--- src/rtl/uart_frame_buffer.sv ---
// Ping-pong receive-frame buffer: UART bytes fill one bank while the CPU
// reads the completed frame and status through a registered read window.
module uart_frame_buffer #(
    parameter int DATA_W    = 8,
    parameter int FRAME_LEN = 5,
    parameter int ADDR_W    = 3
) (
    input  logic              clk,
    input  logic              rst_n,
    input  logic              wr,
    input  logic [DATA_W-1:0] w_data,
    input  logic              flush,
    input  logic              ack,
    input  logic [ADDR_W-1:0] address,
    output logic [DATA_W-1:0] r_data,
    output logic              full,
    output logic              overrun,
    output logic [ADDR_W-1:0] wr_count
);

    localparam logic [ADDR_W-1:0] LAST = ADDR_W'(FRAME_LEN - 1);
    localparam logic [ADDR_W-1:0] STAT = ADDR_W'(FRAME_LEN);

    logic [DATA_W-1:0] mem_q [2][FRAME_LEN];
    logic [DATA_W-1:0] mem_d [2][FRAME_LEN];
    logic              wbank_q, wbank_d;
    logic [ADDR_W-1:0] w_ptr_q, w_ptr_d;
    logic              full_q, full_d;
    logic              overrun_q, overrun_d;
    logic [DATA_W-1:0] r_data_q, r_data_d;

    logic wr_eff;
    logic complete;
    logic accept;
    logic [DATA_W-1:0] status;

    assign wr_eff   = wr && !flush;
    assign complete = wr_eff && (w_ptr_q == LAST);
    // A completed frame only swaps banks if the ready one is free or
    // being released this very cycle; otherwise it is dropped.
    assign accept   = complete && (!full_q || ack);

    always_comb begin
        status    = '0;
        status[0] = full_q;
        status[1] = overrun_q;
    end

    always_comb begin
        mem_d     = mem_q;
        w_ptr_d   = w_ptr_q;
        wbank_d   = wbank_q;
        full_d    = full_q;
        overrun_d = overrun_q;
        r_data_d  = '0;

        if (wr_eff) begin
            mem_d[wbank_q][w_ptr_q] = w_data;
        end

        if (flush || complete) begin
            w_ptr_d = '0;
        end else if (wr_eff) begin
            w_ptr_d = w_ptr_q + 1'b1;
        end

        if (accept) begin
            wbank_d = ~wbank_q;
        end

        if (accept) begin
            full_d = 1'b1;
        end else if (ack) begin
            full_d = 1'b0;
        end

        if (ack) begin
            overrun_d = 1'b0;
        end else if (complete && full_q) begin
            overrun_d = 1'b1;
        end

        if (address < STAT) begin
            r_data_d = mem_q[~wbank_q][address];
        end else if (address == STAT) begin
            r_data_d = status;
        end
    end

    always_ff @(posedge clk or negedge rst_n) begin
        if (!rst_n) begin
            for (int b = 0; b < 2; b++) begin
                for (int i = 0; i < FRAME_LEN; i++) begin
                    mem_q[b][i] <= '0;
                end
            end
            wbank_q   <= 1'b0;
            w_ptr_q   <= '0;
            full_q    <= 1'b0;
            overrun_q <= 1'b0;
            r_data_q  <= '0;
        end else begin
            mem_q     <= mem_d;
            wbank_q   <= wbank_d;
            w_ptr_q   <= w_ptr_d;
            full_q    <= full_d;
            overrun_q <= overrun_d;
            r_data_q  <= r_data_d;
        end
    end

    assign r_data   = r_data_q;
    assign full     = full_q;
    assign overrun  = overrun_q;
    assign wr_count = w_ptr_q;

endmodule

--- config.mk ---
export PLATFORM = sky130hd
export DESIGN_NAME = uart_frame_buffer
export DESIGN_NICKNAME = d
export VERILOG_FILES = /design/src/rtl/uart_frame_buffer.sv
export SDC_FILE = /design/constraint.sdc
export NUM_CORES = 1
export LEC_CHECK = 0
export ABC_AREA = 0
export CAP_MARGIN = 25
export CORE_ASPECT_RATIO = 0.7
export CORE_MARGIN = 5
export CORE_UTILIZATION = 30
export CTS_CLUSTER_DIAMETER = 150
export DETAILED_ROUTE_END_ITERATION = 8
export DONT_BUFFER_PORTS = 1
export PLACE_DENSITY = 0.45
export SYNTH_ARGS = -nofsm -noshare
export SYNTH_HDL_FRONTEND = slang
export SYNTH_SLANG_ARGS = --single-unit
--- constraint.sdc ---
create_clock -name clk -period 3.1 [get_ports clk]
set_input_delay 0.775 -clock clk [delete_from_list [all_inputs] [get_ports clk]]
set_output_delay 0.775 -clock clk [all_outputs]
set_load 0.02 [all_outputs]
==> results.md, run 1 <==
* Pwr Density at 652 mW/mm^2
* Most used DFF post-synth: dfrtp_1
* NumNets Final at 304
* Worst r2r src: wbank_q$_DFFE_PN0P_
* Relative slew margins at 64.6%
* CTS clk-pin slew, worst paths at 0.07 ns
* Iter 0 DRT Violations at 115
* Worst endpoint required time at 3.31 ns
* Congestion Overflow GR at 0
* # diodes at 0
* Clk network pwr share at 40.1%
* Worst Max-Slew Pin Slew at 0.532 ns
* Initial core utilization at 30.7%
* Sw power at 0.000710 W
* Post-DR wirelength/cell at 20.4 um
* Crit-path cells: buf_4 > mux2_2 > o22ai_1 > o32ai_1
* Finished Layout Cells at 481
* Part of the power in registers at 48.9%
* First-pass GRT wire length at 15,800 um
* FF-to-FF setup slack at 1.14 ns
* Worst Slack Setup Final at 1.14 ns
* Die Y at 110 um
* Clock root buffer: clkbuf_16
* Die Wd at 153 um
* Setup Slack @ Placement at 0.951 ns
* Worst Skew at 0.00484 ns
* Final total negative setup slack at 0 ns
* Bufs and invs on worst path at 1
* Yosys warnings at 0
* Final hold violations at 0
* CTS sink cnt at 94
* Asr flop ratio synth at 100%
* Dominant cell type by area after synthesis: dfrtp_1
* Worst vdd ir at 0.295 mV
* Commonest non-fill, non-tap cell in the layout: dfrtp_1
* Area growth syn-to-layout at 11.0%
* FF-to-FF path depth at 4
* Post-DP HPWL at 6390 um
* Finished Cell Area at 0.00478 mm^2
* Buffer count from post-CTS setup fixing at 0
* Pins Over Slew Limit at 0
* CP Max Fanout at 20
* Initial antenna violation count at 0
* Met2 routed WL at 4250 um
* Met3 WL at 493 um
* Met1 WL at 5000 um
* Area occupied by multi-input gates at 0.00182 mm^2
* Routed wire length at 9830 um
* Core Region at 0.0140 mm^2
* P_leak at 2.15 nW
* Routability cong. at 0.693
* Largest net degree at the start of global routing at 95
* # resized after CTS at 0
* Commonest non-fill, non-tap cells in the layout: dfrtp_1, mux2_2, mux2i_1, clkbuf_16
* CP endpoint kind: register
* Post-synth EDFFs at 0
* Mapped Nets at 312
* Top Ports at 29
* Arrival time worst endpoint at 2.18 ns
* Cts hold-fix bufs at 0
* Count of input and output buffers at 0
* DR vias at 2,333
* Die area at 0.0169 mm^2
* Netlist cell types at 37
* # setup viols final at 0
* Highest Signal Layer: met4
* Seq cells post-synth at 94
* Vias in the first global route at 2,503
* Inst Count DP at 465
* 1st-pass router iterations at 4
* Maxcap violations at 0
* Synthesized area at 0.00430 mm^2
* Synthesized area per cell at 14.6 um^2
* Slowest stage delay, CP at 0.70 ns
* Fillers at 1,364
* Finished Core Util at 34.1%
* DRC at 0
* Largest delay share family, worst path: flip-flops
* Total track usage at 12.6%
* Post-layout min period at 1.96 ns
* ANT nets after route at 0
* H-tree depth at 3
* Hold Crit Class: in -> async
* Via density at 4.85
* Logic pwr share at 10.9%
* Storage element area at 0.00235 mm^2
* Status: finished, final reports clean
* Switching portion of total power at 22.8%
* Synth top area share at 54.7%
* Critical path type: reg -> reg
* CTS buffer count at 9
* CTS tree: done
* Synth top area cells: dfrtp_1, mux2_2, mux4_2
* Worst path slowest cell: dfrtp_2
* Post-Syn Instances at 294
* Reg-to-reg endpoint: r_data[3]$_DFF_PN0_
* Worst-case clock buffer depth at 2
* Fmax at 509 MHz
* Crit start category: register
* Period utilisation layout at 63.4%
* Latest clock arrival within the worst-skew pair at 0.34 ns
* Share of cells above drive strength 1 at 44.7%
* Internal Pwr Total at 0.00240 W
* RSZ-0062 raised after global routing: no
* FP Rows at 36
* Register area share after synthesis at 54.7%
* DP Area at 0.00444 mm^2
==> worst max path at each step <==
stage | depth (start not counted) | slack, ns | endpoint | start
after floorplan | 5 | 1.12 | mem_q[24]$_DFFE_PN0P_ | wr
after global placement | 3 | 0.96 | mem_q[28]$_DFFE_PN0P_ | flush
after detailed placement | 3 | 0.95 | mem_q[28]$_DFFE_PN0P_ | flush
after CTS | 4 | 1.09 | r_data[3]$_DFF_PN0_ | wbank_q$_DFFE_PN0P_
after global routing | 3 | 1.02 | mem_q[31]$_DFFE_PN0P_ | wr_count[2]$_DFFE_PN0P_
final | 4 | 1.14 | r_data[3]$_DFF_PN0_ | wbank_q$_DFFE_PN0P_
==> power by group through the flow <==
stage	combinational, W	clock (W)	sequential, W
after floorplan	0.000321	0	0.00150
after global placement	0.000334	0	0.00154
after detailed placement	0.000342	0	0.00155
after CTS	0.000343	0.00129	0.00153
after global routing	0.000368	0.00134	0.00155
final	0.000341	0.00125	0.00152
==> synth_stat cells (2+ instances only) <==
cell type  number
buf_6           3
a21oi_1         3
buf_4           4
o22ai_1         8
buf_2           3
mux2_2         82
mux2_4          8
o32ai_1         6
o21ai_0         2
clkbuf_1        3
dfrtp_1        94
buf_1           8
ha_1            2
nand2_1         2
mux4_2          8
nor2b_1         7
a2bb2oi_1       2
mux2i_1        10
nand2_2         8
a211oi_1        6
nor2_1          5
inv_1           4
o31ai_1         2
==> routing by layer <==
metal | GRT usage, % | vias to the layer above
li1 | - | 1064
met1 | 18.0 | 1220
met3 | 3.82 | 9
met4 | 3.62 | 0
met5 | 0 | -
met2 | 18.4 | 40
==> cell type report <==
type                    count  share of cell area (%)
inverters                   4                   0.314
clock buffers               9                    4.72
well taps                 190                    4.98
repair buffers              2                   0.314
clock inverters             7                    2.36
flip-flops and latches     94                    49.3
multi-input cells         175                    38.0
==> state kept, by name (all words and copies together), names as in the netlist <==
| register | cells |
|---|---|
| overrun | 1 |
| wr_count | 3 |
| r_data | 8 |
| mem_q | 80 |
| full | 1 |
| wbank_q | 1 |
==> logic make-up (layout without fill, tap and decap cells) <==
group                      after synthesis  after routing  share of synthesized area (%)
xor gates and xnor gates                 1              1                          0.204
DFF                                     94             94                           54.7
AOI/OAI and AO/OA                       31             31                           5.15
buffers and inverters                   25             22                           3.14
muxes                                  108            108                           30.8
adders and majority gates                2              2                          0.581
and+or+nand+nor                         33             33                           5.52
==> stage by stage <==
step                      power [W]  hold slack, ns
final                       0.00311           0.124
after global routing        0.00326           0.105
after CTS                   0.00316           0.108
after detailed placement    0.00189           0.483
after global placement      0.00188           0.480
after floorplan             0.00182           0.471
Power figures use the tool's default switching activity.
==> inputs of run 2 (changes only) <==
==> constraint.sdc (replaced) <==
create_clock -name clk -period 2 [get_ports clk]
set_input_delay 0.5 -clock clk [delete_from_list [all_inputs] [get_ports clk]]
set_output_delay 0.5 -clock clk [all_outputs]
set_load 0.02 [all_outputs]
==> run 2 against run 1 <==
Core utilization about the same. Global-route usage up 0.24 points. Register-to-register slack worse by 0.83 ns. First-iteration DRC count down 8.7%. Worst setup slack worse by 0.83 ns. Total power up 48%. Wire length up 1.7%. Clock power up 37%. Sequential cell count unchanged. Count of clock-buffer cells in the layout up 4. The run now ends with negative hold slack left. Via count up 2.4%. Cell count up 1.0%.
==> results.md, run 2 (synthesis gave the netlist of run 1 again) <==
* Post-layout min period at 1.69 ns
* Worst endpoint required time at 2.20 ns
* Post-DP HPWL at 6520 um
* Count of input and output buffers at 0
* Final total power at 0.00462 W
* ANT nets after route at 0
* Buffer count from post-CTS setup fixing at 0
* Period utilisation layout at 84.7%
* Critical path type: reg -> reg
* Commonest non-fill, non-tap cell in the layout: dfrtp_1
* Storage element area at 0.00235 mm^2
* Largest net degree at the start of global routing at 95
* Max reg flops at 80
* Share of cells above drive strength 1 at 44.6%
* Fmax at 591 MHz
* Total track usage at 12.8%
* Worst Slack Setup Final at 0.307 ns
* First-pass GRT wire length at 16,100 um
* # setup viols final at 0
* Worst-case clock buffer depth at 2
* Status: finished, violations left
* NumNets Final at 309
* CTS clk-pin slew, worst paths at 0.07 ns
* Final hold violations at 94
* Arrival time worst endpoint at 1.90 ns
* Commonest non-fill, non-tap cells in the layout: dfrtp_1, mux2_2, mux2i_1, clkbuf_16
* Relative slew margins at 69.6%
* Die Y at 110 um
* Latest clock arrival within the worst-skew pair at 0.34 ns
* Worst Hold Margin at -0.147 ns
* 1st-pass router iterations at 4
* Crit start category: register
* Clock root buffer: clkbuf_16
* Die area at 0.0169 mm^2
* Pwr Density at 966 mW/mm^2
* Die Wd at 153 um
* Initial antenna violation count at 0
* Post-DR wirelength/cell at 20.6 um
* Area occupied by multi-input gates at 0.00182 mm^2
* Initial core utilization at 30.7%
* # resized after CTS at 0
* Via density at 4.92
* # diodes at 0
* FP Rows at 36
* Failing checks: negative hold slack
* Setup Slack @ Placement at 0.246 ns
* CP endpoint kind: register
* Hold Crit Class: in -> async
* RSZ-0062 raised after global routing: no
* Reg with most FFs: mem_q
* Fillers at 1,369
* Vias in the first global route at 2,616
* Maxcap violations at 0
* Worst vdd ir at 0.362 mV
* DRC at 0
* Worst Max-Slew Pin Slew at 0.453 ns
* Area growth syn-to-layout at 11.1%
* Pins Over Slew Limit at 0
* Routed wire length at 10,000 um
* DR vias at 2,390
* H-tree depth at 3
* Top Ports at 29
* Final total negative setup slack at 0 ns
* CTS buffer count at 9
* Worst Skew at 0.00527 ns
* Routability cong. at 0.688
* CTS sink cnt at 94
* CTS tree: done
* Core Region at 0.0140 mm^2
* P_leak at 2.16 nW
* CP Max Fanout at 29
* Congestion Overflow GR at 0
* Iter 0 DRT Violations at 105
-- run 2: cell count changes in the layout (fill, tap and decap cells not counted), sizes merged --
cell      delta
clkbuf       +4
clkinv       -1
clkinvlp     -1
bufinv       -2
buf          +5
-- run 2: path summary, 6_finish.rpt --
path	start	endpoint	depth (start not counted)	slack, ns
worst min-delay path	rst_n	mem_q[21]$_DFFE_PN0P_	0	-0.15
worst max register to register	wbank_q$_DFFE_PN0P_	r_data[3]$_DFF_PN0_	4	0.31
worst max-delay path	wbank_q$_DFFE_PN0P_	r_data[3]$_DFF_PN0_	4	0.31
max in group asynchronous	rst_n	wbank_q$_DFFE_PN0P_	0	1.95
worst min register to register	mem_q[23]$_DFFE_PN0P_	mem_q[23]$_DFFE_PN0P_	1	0.50
min in group clk	flush	wr_count[2]$_DFFE_PN0P_	1	0.22
-- run 2: area by class of cell --
cell class              count  area share, %
flip-flops and latches     94           49.2
multi-input cells         175           38.0
clock buffers              13           5.23
well taps                 190           4.97
repair buffers              7           1.36
clock inverters             3          0.916
inverters                   4          0.314
-- run 2: power by group --
group | switching (W) | internal (W) | total, W
clock network | 0.000701 | 0.00101 | 0.00171
logic | 0.000228 | 0.000349 | 0.000577
registers | 0.000155 | 0.00218 | 0.00233
-- run 2: through the flow --
step | std cells | utilization (%) | area (um^2)
floorplan | 294 | - | 4300
global placement | 470 | 32.0 | 4490
detailed placement | 470 | 32.0 | 4490
CTS | 486 | 34.1 | 4780
global route | 486 | 34.1 | 4780
finish | 486 | 34.1 | 4780
-- run 2: critical path: stages (launching register included) --
cell and delay [ns]:
dfrtp_2 0.38, buf_12 0.20, mux4_2 0.59, o22ai_1 0.24, o32ai_1 0.12
-- run 2: metal layers --
metal	routed length, um	track usage [%]	up-vias
met2	4180	17.9	26
met3	456	4.49	7
met5	0	0	-
li1	-	-	1075
met1	5280	18.9	1282
met4	87	3.24	0
==> inputs of run 3 (changes only) <==
--- a/config.mk
+++ b/config.mk
@@ -13,7 +13,7 @@
 export CTS_CLUSTER_DIAMETER = 150
 export DETAILED_ROUTE_END_ITERATION = 8
 export DONT_BUFFER_PORTS = 1
-export PLACE_DENSITY = 0.45
+export PLACE_DENSITY = 0.46
 export SYNTH_ARGS = -nofsm -noshare
 export SYNTH_HDL_FRONTEND = slang
 export SYNTH_SLANG_ARGS = --single-unit
==> constraint.sdc (replaced) <==
create_clock -name clk -period 1.4 [get_ports clk]
set_input_delay 0.35 -clock clk [delete_from_list [all_inputs] [get_ports clk]]
set_output_delay 0.35 -clock clk [all_outputs]
set_load 0.02 [all_outputs]
==> run 3 against run 2 <==
The run ends with negative hold slack, negative setup slack left. Combinational power up 85%. Via count up 3.7%. Core utilization is 4.1 points higher. Cell count is 4.1% higher. Highest routed layer unchanged.
==> results.md, run 3 (synthesis gave the netlist of run 1 again) <==
* Period utilisation layout at 112%
* Max reg flops at 80
* CTS tree: done
* Top Ports at 29
* Share of cells above drive strength 1 at 55.1%
* Pwr Density at 1310 mW/mm^2
* CP endpoint kind: register
* Reg-to-reg endpoint: r_data[7]$_DFF_PN0_
* Worst path slowest cell: mux4_2
* Arrival time worst endpoint at 1.76 ns
* Die Y at 110 um
* Initial antenna violation count at 0
* Congestion Overflow GR at 0
* Area growth syn-to-layout at 24.5%
* Status: finished, violations left
* ANT nets after route at 0
* Final hold violations at 94
* Worst endpoint required time at 1.60 ns
* Critical Path Sink: r_data[7]$_DFF_PN0_
* Fmax at 640 MHz
* Slowest stage delay, CP at 0.55 ns
* Finished Core Util at 38.2%
* Worst Skew at 0.00929 ns
* Routability cong. at 0.691
* DRC at 0
* DR vias at 2,479
* Crit start category: register
* 1st-pass router iterations at 4
* Failing checks: negative hold slack, negative setup slack
* FF-to-FF setup slack at -0.16 ns
* Finished Cell Area at 0.00536 mm^2
* CP Max Fanout at 6
* DP Area at 0.00469 mm^2
* Commonest non-fill, non-tap cells in the layout: dfrtp_1, mux2_2, mux2_4, buf_4
* Routed wire length at 10,500 um
* Maxcap violations at 0
* H-tree depth at 3
* Post-DP HPWL at 6810 um
* Reg with most FFs: mem_q
* Die Wd at 153 um
* Vias in the first global route at 2,729
* Fillers at 1,284
* # diodes at 0
* Latest clock arrival within the worst-skew pair at 0.34 ns
* Total track usage at 13.3%
* CTS sink cnt at 94
* Die area at 0.0169 mm^2
* Largest net degree at the start of global routing at 95
* Pins Over Slew Limit at 0
* Post-layout min period at 1.56 ns
* Initial core utilization at 30.7%
* Count of input and output buffers at 0
* Iter 0 DRT Violations at 97
* Crit-path cells: buf_12 > mux4_2 > o22ai_2 > o32ai_2
* Worst Max-Slew Pin Slew at 0.437 ns
* P_leak at 2.41 nW
* Setup Slack @ Placement at -0.205 ns
* Core Region at 0.0140 mm^2
* Hold Crit Class: in -> async
* First-pass GRT wire length at 16,800 um
* RSZ-0062 raised after global routing: yes
* Final total negative setup slack at -4.99 ns
* FF-to-FF path depth at 4
* # setup viols final at 71
* Area occupied by multi-input gates at 0.00212 mm^2
* Post-DR wirelength/cell at 20.8 um
* FP Rows at 36
* Worst Slack Setup Final at -0.163 ns
* Critical path type: reg -> reg
* Via density at 4.90
* Clock root buffer: clkbuf_16
* Storage element area at 0.00236 mm^2
* CTS buffer count at 9
* CP startpoint: wbank_q$_DFFE_PN0P_
* Commonest non-fill, non-tap cell in the layout: dfrtp_1
* Worst-case clock buffer depth at 2
* CTS clk-pin slew, worst paths at 0.06 ns
* NumNets Final at 329
* Worst r2r src: wbank_q$_DFFE_PN0P_
* Worst vdd ir at 0.765 mV
* Worst Hold Margin at -0.294 ns
* Relative slew margins at 70.8%
-- run 3: changes by cell type in the layout (fill, tap and decap cells not counted), sizes merged --
cell | previous run | this run
bufinv | 1 | 2
clkinv | 2 | 1
buf | 7 | 27
-- run 3: what timing repair did --
| item | CTS | global route |
|---|---|---|
| gates cloned | 0 | 0 |
| resized for setup | 44 | 20 |
| pin swaps | 10 | 11 |
| setup buffers | 6 | 7 |
| setup endpoints to repair | 90 | 92 |
| hold endpoints to repair | 94 | 94 |
-- run 3: through the flow --
stage                     std cells  total power [W]
after floorplan                 294          0.00405
after global placement          482          0.00425
after detailed placement        482          0.00428
after CTS                       503          0.00702
after global routing            506          0.00733
final                           506          0.00701
-- run 3: final cells by class --
| class | count | area share [%] |
|---|---|---|
| Sequential cell | 94 | 44.0 |
| Multi-Input combinational cell | 175 | 39.7 |
| Timing Repair Buffer | 27 | 5.82 |
| Clock buffer | 13 | 4.48 |
| Tap cell | 190 | 4.44 |
| Clock inverter | 3 | 1.28 |
| Inverter | 4 | 0.327 |
-- run 3: critical path, delay by kind of cell, from the launching register on --
family / cells / cell delay (ns)
AOI/OAI and AO/OA: 2 / 0.33
buffers and inverters: 1 / 0.14
DFF: 1 / 0.41
muxes: 1 / 0.55
-- run 3: per-layer routing --
| layer | part of all wire, % | routed length [um] | track usage (%) | vias up |
|---|---|---|---|---|
| met4 | 0.91 | 96 | 3.31 | 0 |
| li1 | - | - | - | 1122 |
| met3 | 2.5 | 265 | 3.63 | 6 |
| met1 | 55 | 5770 | 19.5 | 1328 |
| met5 | 0 | 0 | 0 | - |
| met2 | 42 | 4400 | 19.4 | 23 |
-- run 3: worst min-delay path by stage --
| stage | end | cells past startpoint | slack, ns |
|---|---|---|---|
| after global routing | mem_q[45]$_DFFE_PN0P_ | 0 | -0.31 |
| after floorplan | full$_DFFE_PN0P_ | 0 | 0.05 |
| after detailed placement | mem_q[41]$_DFFE_PN0P_ | 0 | 0.06 |
| after CTS | r_data[0]$_DFF_PN0_ | 0 | -0.31 |
| final | mem_q[41]$_DFFE_PN0P_ | 0 | -0.29 |
| after global placement | mem_q[1]$_DFFE_PN0P_ | 0 | 0.06 |
-- run 3: power breakdown --
part / total, W / internal, W / leakage, nW / switching (W)
Combinational: 0.00107 / 0.000668 / 1.01 / 0.000404
Sequential: 0.00335 / 0.00311 / 1.25 / 0.000239
Clock: 0.00258 / 0.00157 / 0.148 / 0.00101
